**src/rtl/spi_tx_master.sv**
```systemverilog
// Mode-0 SPI initiator: MSB-first word on cs/sclk/mosi, sclk half-period = CLK_DIV sys_clk cycles.
// Latency: cs falls one cycle after an accepted start; done pulses 2*CLK_DIV*(REG_WIDTH+1)+1 cycles after start.
// Backpressure: start is ignored while busy; with SPI_TX_BURST_EN a start in the last HOLD cycle chains the next word.
module spi_tx_master #(
    parameter int REG_WIDTH = 8,
    parameter int CLK_DIV   = 4
) (
    input  logic                 sys_clk,
    input  logic                 rst,
    input  logic                 start,
    input  logic [REG_WIDTH-1:0] data_in,
    output logic                 busy,
    output logic                 done,
    output logic                 cs,
    output logic                 sclk,
    output logic                 mosi
);

    localparam int CNT_W = $clog2(REG_WIDTH + 1);
    localparam int DIV_W = (CLK_DIV > 1) ? $clog2(CLK_DIV) : 1;
    localparam logic [DIV_W-1:0] DIV_RELOAD = DIV_W'(CLK_DIV - 1);
    localparam logic [CNT_W-1:0] LAST_EDGE  = CNT_W'(REG_WIDTH);

    typedef enum logic [2:0] {
        S_IDLE,
        S_SETUP,
        S_SHIFT_HI,
        S_SHIFT_LO,
        S_HOLD
    } state_t;

    state_t                state_q, state_d;
    logic [DIV_W-1:0]      div_q, div_d;
    logic [CNT_W-1:0]      bit_cnt_q, bit_cnt_d;
    logic [REG_WIDTH-1:0]  shreg_q, shreg_d;
    logic                  busy_q, busy_d;
    logic                  done_q, done_d;
    logic                  cs_q, cs_d;
    logic                  sclk_q, sclk_d;
    logic                  mosi_q, mosi_d;
    logic                  div_zero;

    assign div_zero = (div_q == '0);

    always_comb begin
        state_d   = state_q;
        bit_cnt_d = bit_cnt_q;
        shreg_d   = shreg_q;
        done_d    = 1'b0;

        case (state_q)
            S_IDLE: begin
                if (start) begin
                    state_d   = S_SETUP;
                    shreg_d   = data_in;
                    bit_cnt_d = '0;
                end
            end
            S_SETUP: begin
                if (div_zero) begin
                    state_d   = S_SHIFT_HI;
                    bit_cnt_d = bit_cnt_q + CNT_W'(1);
                end
            end
            S_SHIFT_HI: begin
                if (div_zero) begin
                    state_d = S_SHIFT_LO;
                    // After the final rising edge there is no next bit; mosi simply holds.
                    if (bit_cnt_q != LAST_EDGE) begin
                        shreg_d = {shreg_q[REG_WIDTH-2:0], 1'b0};
                    end
                end
            end
            S_SHIFT_LO: begin
                if (div_zero) begin
                    if (bit_cnt_q == LAST_EDGE) begin
                        state_d = S_HOLD;
                    end else begin
                        state_d   = S_SHIFT_HI;
                        bit_cnt_d = bit_cnt_q + CNT_W'(1);
                    end
                end
            end
            S_HOLD: begin
                if (div_zero) begin
                    done_d = 1'b1;
`ifdef SPI_TX_BURST_EN
                    if (start) begin
                        state_d   = S_SETUP;
                        shreg_d   = data_in;
                        bit_cnt_d = '0;
                    end else begin
                        state_d = S_IDLE;
                    end
`else
                    state_d = S_IDLE;
`endif
                end
            end
            default: state_d = S_IDLE;
        endcase

        // Burst chaining leaves HOLD for SETUP, which also counts as a state change here.
        if (state_d != state_q || (state_q == S_HOLD && div_zero)) begin
            div_d = DIV_RELOAD;
        end else if (!div_zero) begin
            div_d = div_q - DIV_W'(1);
        end else begin
            div_d = div_q;
        end

        busy_d = (state_d != S_IDLE);
        cs_d   = (state_d == S_IDLE);
        sclk_d = (state_d == S_SHIFT_HI);
        mosi_d = (state_d == S_IDLE) ? 1'b1 : shreg_d[REG_WIDTH-1];
    end

    always_ff @(posedge sys_clk) begin
        if (rst) begin
            state_q   <= S_IDLE;
            div_q     <= '0;
            bit_cnt_q <= '0;
            shreg_q   <= '0;
            busy_q    <= 1'b0;
            done_q    <= 1'b0;
            cs_q      <= 1'b1;
            sclk_q    <= 1'b0;
            mosi_q    <= 1'b1;
        end else begin
            state_q   <= state_d;
            div_q     <= div_d;
            bit_cnt_q <= bit_cnt_d;
            shreg_q   <= shreg_d;
            busy_q    <= busy_d;
            done_q    <= done_d;
            cs_q      <= cs_d;
            sclk_q    <= sclk_d;
            mosi_q    <= mosi_d;
        end
    end

    assign busy = busy_q;
    assign done = done_q;
    assign cs   = cs_q;
    assign sclk = sclk_q;
    assign mosi = mosi_q;

endmodule

```
**config.mk**
```make
export PLATFORM = sky130hd
export DESIGN_NAME = spi_tx_master
export DESIGN_NICKNAME = d
export VERILOG_FILES = /design/src/rtl/spi_tx_master.sv
export SDC_FILE = /design/constraint.sdc
export NUM_CORES = 1
export LEC_CHECK = 0
export BUFFER_PORTS_ARGS = -buffer_cell sky130_fd_sc_hd__buf_4
export CORE_UTILIZATION = 30
export CTS_BUF_LIST = sky130_fd_sc_hd__clkbuf_8
export DETAILED_ROUTE_END_ITERATION = 16
export GPL_TIMING_DRIVEN = 0
export SETUP_SLACK_MARGIN = 0.5
export SYNTH_ARGS = -nofsm -noshare
export SYNTH_HDL_FRONTEND = slang
export SYNTH_SLANG_ARGS = --single-unit
```
**constraint.sdc**
```tcl
create_clock -name sys_clk -period 1.5 [get_ports sys_clk]
set_input_delay 0.075 -clock sys_clk [delete_from_list [all_inputs] [get_ports sys_clk]]
set_output_delay 0.075 -clock sys_clk [all_outputs]
set_load 0.02 [all_outputs]
```
==> impl_metrics.json <==
{
  "status": "finished, violations left",
  "violations": "negative setup slack",
  "tritoncts_clock_tree": "built",
  "cts_root_buffer": "sky130_fd_sc_hd__clkbuf_8",
  "num_rows": 23,
  "dpl.cell_count": 206,
  "synth.avg_cell_area_sq_um": 9.309,
  "holdBufCountCts": 0,
  "power.leakage_nw": 0.7137,
  "globalplace.congestion": 0.8427,
  "synth-seq-cells": 22,
  "arrival_ns": 1.70,
  "global_route_wire_length_before_repair_mm": 6.030,
  "timing_hold_violations_final": 0,
  "clock_path_buffers": 2,
  "cp-startpoint": "div_q[1]",
  "vias_per_cell": 5.671,
  "ys_types": 44,
  "timing_worst_slew_pin_value_ns": 0.6557,
  "final_layout_size_suffix_gt1_share_pct": 51.93,
  "grt_max_degree": 13,
  "core_area_sq_mm": 0.004086,
  "rr_startpoint": "div_q[1]",
  "max_clock_skew_ns": 0.004650,
  "antenna_cells_inserted": 0,
  "global_route.usage.total_pct": 17.64,
  "design.final.nets": 197,
  "final.setup.worst_slack_ns": -0.001092,
  "detail_route.wl_per_cell_um": 16.10,
  "worst_slew_margin_rel_pct": 56.29,
  "postSynthNetCount": 156,
  "final_slew_viol_count": 0,
  "synth-async-reset-ratio_pct": 0,
  "synth_edf_count": 0,
  "cts_sinks": 22,
  "path_max_fanout": 5,
  "grt_pass1_vias": 1286,
  "drt_iter0_drc": 83,
  "grt_overflow_total": 0,
  "worst-r2r-setup-slack_ns": -0.001,
  "synthCells": 141,
  "place_hpwl_mm": 2.280,
  "hold_slack_ns": 0.02882,
  "post_detailed_route_drc_marker_count": 0,
  "worst_setup_path_start_kind": "register",
  "area_growth_syn_to_layout_pct": 44.80,
  "antenna_found_initial": 0,
  "drt_pre_antenna_iters": 4,
  "timing.setup.critical_path_class": "register to register",
  "die_area_sq_mm": 0.004644,
  "clock_latency_of_the_later_clocked_register_in_the_worst_skew_pair_ns": 0.27,
  "timing.final.crit_share_pct": 100.1,
  "hold_path_startpoint": "rst",
  "buffer_ports.inserted": 15,
  "yosysWarningCount": 0,
  "max-cap-violations": 0,
  "number_of_clock_buffers_inserted_by_tritoncts": 3,
  "pin_count": 16,
  "antenna_left": 0,
  "fp.dieW_um": 68.15,
  "power-per-cell-area_mw_per_mm2": 1320,
  "worst_hold_path_type": "primary input to register",
  "worstPathRequired_ns": 1.70,
  "highest_achievable_clock_rate_mhz": 666.2,
  "die_h_um": 68.15,
  "grt_setup_unrepaired": "yes",
  "final_period_minus_worst_setup_slack_ns": 1.501,
  "irDropWorstVdd_v": 0.0006122,
  "detailroute.via_count": 1310,
  "final_cells": 231,
  "clk_transition_reported_paths_ns": 0.08,
  "floorplan.initialDensity_pct": 32.12,
  "worstSetupEndpointType": "register",
  "synth.cell_area_sq_mm": 0.001313,
  "setup_violations": 1,
  "drt-total-wl_mm": 3.719,
  "yosysSeqAreaShare_pct": 33.56,
  "dominant_synthesized_flop_cell": "sky130_fd_sc_hd__dfxtp_1",
  "ctsHtreeMaxLevel": 1
}
## where the power goes
part,switching [mW],total (mW),internal [mW]
Sequential,0.0626,0.763,0.701
Clock,0.203,0.437,0.234
Combinational,0.645,1.31,0.663
## layout make-up
type | count | area [sq um]
Buffer | 12 | 115.1
Clock buffer | 4 | 55.05
Fill cell | 384 | 2186
Inverter | 9 | 33.78
Multi-Input combinational cell | 98 | 904.6
Sequential cell | 22 | 450.4
Tap cell | 50 | 62.56
Timing Repair Buffer | 36 | 279.0
## stage by stage
stage	TNS (ns)	instance area, sq um	total power, mW	utilization, %	setup slack [ns]
final	-0.001092	1901	2.509	46.51	-0.001092
after detailed placement	-0.5940	1531	1.657	37.48	-0.1505
after global routing	-0.2709	1901	2.638	46.51	-0.05490
after global placement	-0.3566	1531	1.623	37.48	-0.06635
after CTS	0	1824	2.375	44.64	0.02055
after floorplan	0	1356	1.437	-	0.1210
## synthesized netlist by cell type, types with 2 or more instances
master | count | area, sq um
sky130_fd_sc_hd__nand3b_1 | 2 | 15.01
sky130_fd_sc_hd__a311oi_2 | 7 | 105.1
sky130_fd_sc_hd__nor4_1 | 2 | 12.51
sky130_fd_sc_hd__buf_2 | 3 | 15.01
sky130_fd_sc_hd__clkbuf_1 | 2 | 7.510
sky130_fd_sc_hd__o32ai_1 | 2 | 17.52
sky130_fd_sc_hd__nor2_1 | 3 | 11.26
sky130_fd_sc_hd__a21oi_1 | 7 | 35.03
sky130_fd_sc_hd__nand3_1 | 2 | 10.01
sky130_fd_sc_hd__inv_1 | 9 | 33.78
sky130_fd_sc_hd__buf_6 | 5 | 56.30
sky130_fd_sc_hd__nor3_1 | 2 | 10.01
sky130_fd_sc_hd__o21ai_0 | 3 | 15.01
sky130_fd_sc_hd__o31ai_1 | 3 | 22.52
sky130_fd_sc_hd__and4b_1 | 2 | 20.02
sky130_fd_sc_hd__nor2b_1 | 3 | 18.77
sky130_fd_sc_hd__o21a_1 | 2 | 15.01
sky130_fd_sc_hd__ha_1 | 4 | 50.05
sky130_fd_sc_hd__nand4b_1 | 2 | 17.52
sky130_fd_sc_hd__and2_1 | 4 | 25.02
sky130_fd_sc_hd__o311a_1 | 2 | 20.02
sky130_fd_sc_hd__and3b_1 | 2 | 17.52
sky130_fd_sc_hd__dfxtp_1 | 22 | 440.4
sky130_fd_sc_hd__a211oi_1 | 10 | 75.07
sky130_fd_sc_hd__or2_2 | 2 | 12.51
sky130_fd_sc_hd__nand4_1 | 6 | 37.54
sky130_fd_sc_hd__nand2_1 | 11 | 41.29
## path summary, 6_finish.rpt
check | endpoint | cells past startpoint
max reg2reg | bit_cnt_q[2] | 7
min reg2reg | bit_cnt_q[2] | 2
min | shreg_q[7] | 2
max | bit_cnt_q[2] | 7
## registers in the layout, indices dropped and copies added (netlist names)
name / count
shreg_q: 8
bit_cnt_q: 4
state_q: 3
div_q: 2
busy: 1
cs: 1
done: 1
mosi: 1
sclk: 1
## cells by family (layout without fill, tap and decap cells)
logic type      count (synthesis)  count (layout)  synth area share, %
compound gates                 41              41                26.41
fa+ha+maj                       4               4                3.813
flops                          22              22                33.56
simple gates                   52              52                26.12
buf+inv                        21              61                9.437
xor+xnor                        1               1               0.6674
## cell usage in the layout, fill, tap and decap left out, types with 2 or more instances in the layout
cell / instances
sky130_fd_sc_hd__ha_4: 2
sky130_fd_sc_hd__inv_2: 4
sky130_fd_sc_hd__a311oi_2: 7
sky130_fd_sc_hd__o21a_1: 2
sky130_fd_sc_hd__nand2_1: 10
sky130_fd_sc_hd__o31ai_1: 3
sky130_fd_sc_hd__nand3b_1: 2
sky130_fd_sc_hd__o21ai_0: 2
sky130_fd_sc_hd__clkbuf_8: 4
sky130_fd_sc_hd__a21oi_1: 3
sky130_fd_sc_hd__a21oi_2: 3
sky130_fd_sc_hd__nor2b_1: 3
sky130_fd_sc_hd__nand4b_1: 2
sky130_fd_sc_hd__buf_6: 10
sky130_fd_sc_hd__a211oi_2: 5
sky130_fd_sc_hd__buf_4: 33
sky130_fd_sc_hd__nand4_1: 6
sky130_fd_sc_hd__dfxtp_1: 16
sky130_fd_sc_hd__dfxtp_2: 5
sky130_fd_sc_hd__or2_4: 2
sky130_fd_sc_hd__o311a_1: 2
sky130_fd_sc_hd__nor2_1: 3
sky130_fd_sc_hd__and2_1: 3
sky130_fd_sc_hd__a211oi_1: 5
sky130_fd_sc_hd__buf_2: 2
sky130_fd_sc_hd__inv_1: 5
sky130_fd_sc_hd__ha_1: 2
sky130_fd_sc_hd__nand3_1: 2
sky130_fd_sc_hd__and4b_1: 2
## critical path, stage by stage, from the launching register on
cell	delay, ns
sky130_fd_sc_hd__dfxtp_2	0.33
sky130_fd_sc_hd__inv_2	0.08
sky130_fd_sc_hd__ha_4	0.17
sky130_fd_sc_hd__buf_8	0.11
sky130_fd_sc_hd__buf_6	0.09
sky130_fd_sc_hd__nand4b_1	0.12
sky130_fd_sc_hd__or3_1	0.37
sky130_fd_sc_hd__a21oi_1	0.16
## what timing repair did
item,CTS,global route
resized for setup,25,16
setup endpoints to repair,22,22
gates cloned,1,0
endpoints found under the hold margin,0,0
setup buffers,17,3
pin swaps,8,15
## layer usage
layer  share of wire (%)  global-route usage, %
met5                   0                      0
met4                 1.3                  4.688
met3                 6.9                  3.667
met2                  52                  32.60
met1                  40                  20.18
Power figures use the tool's default switching activity.
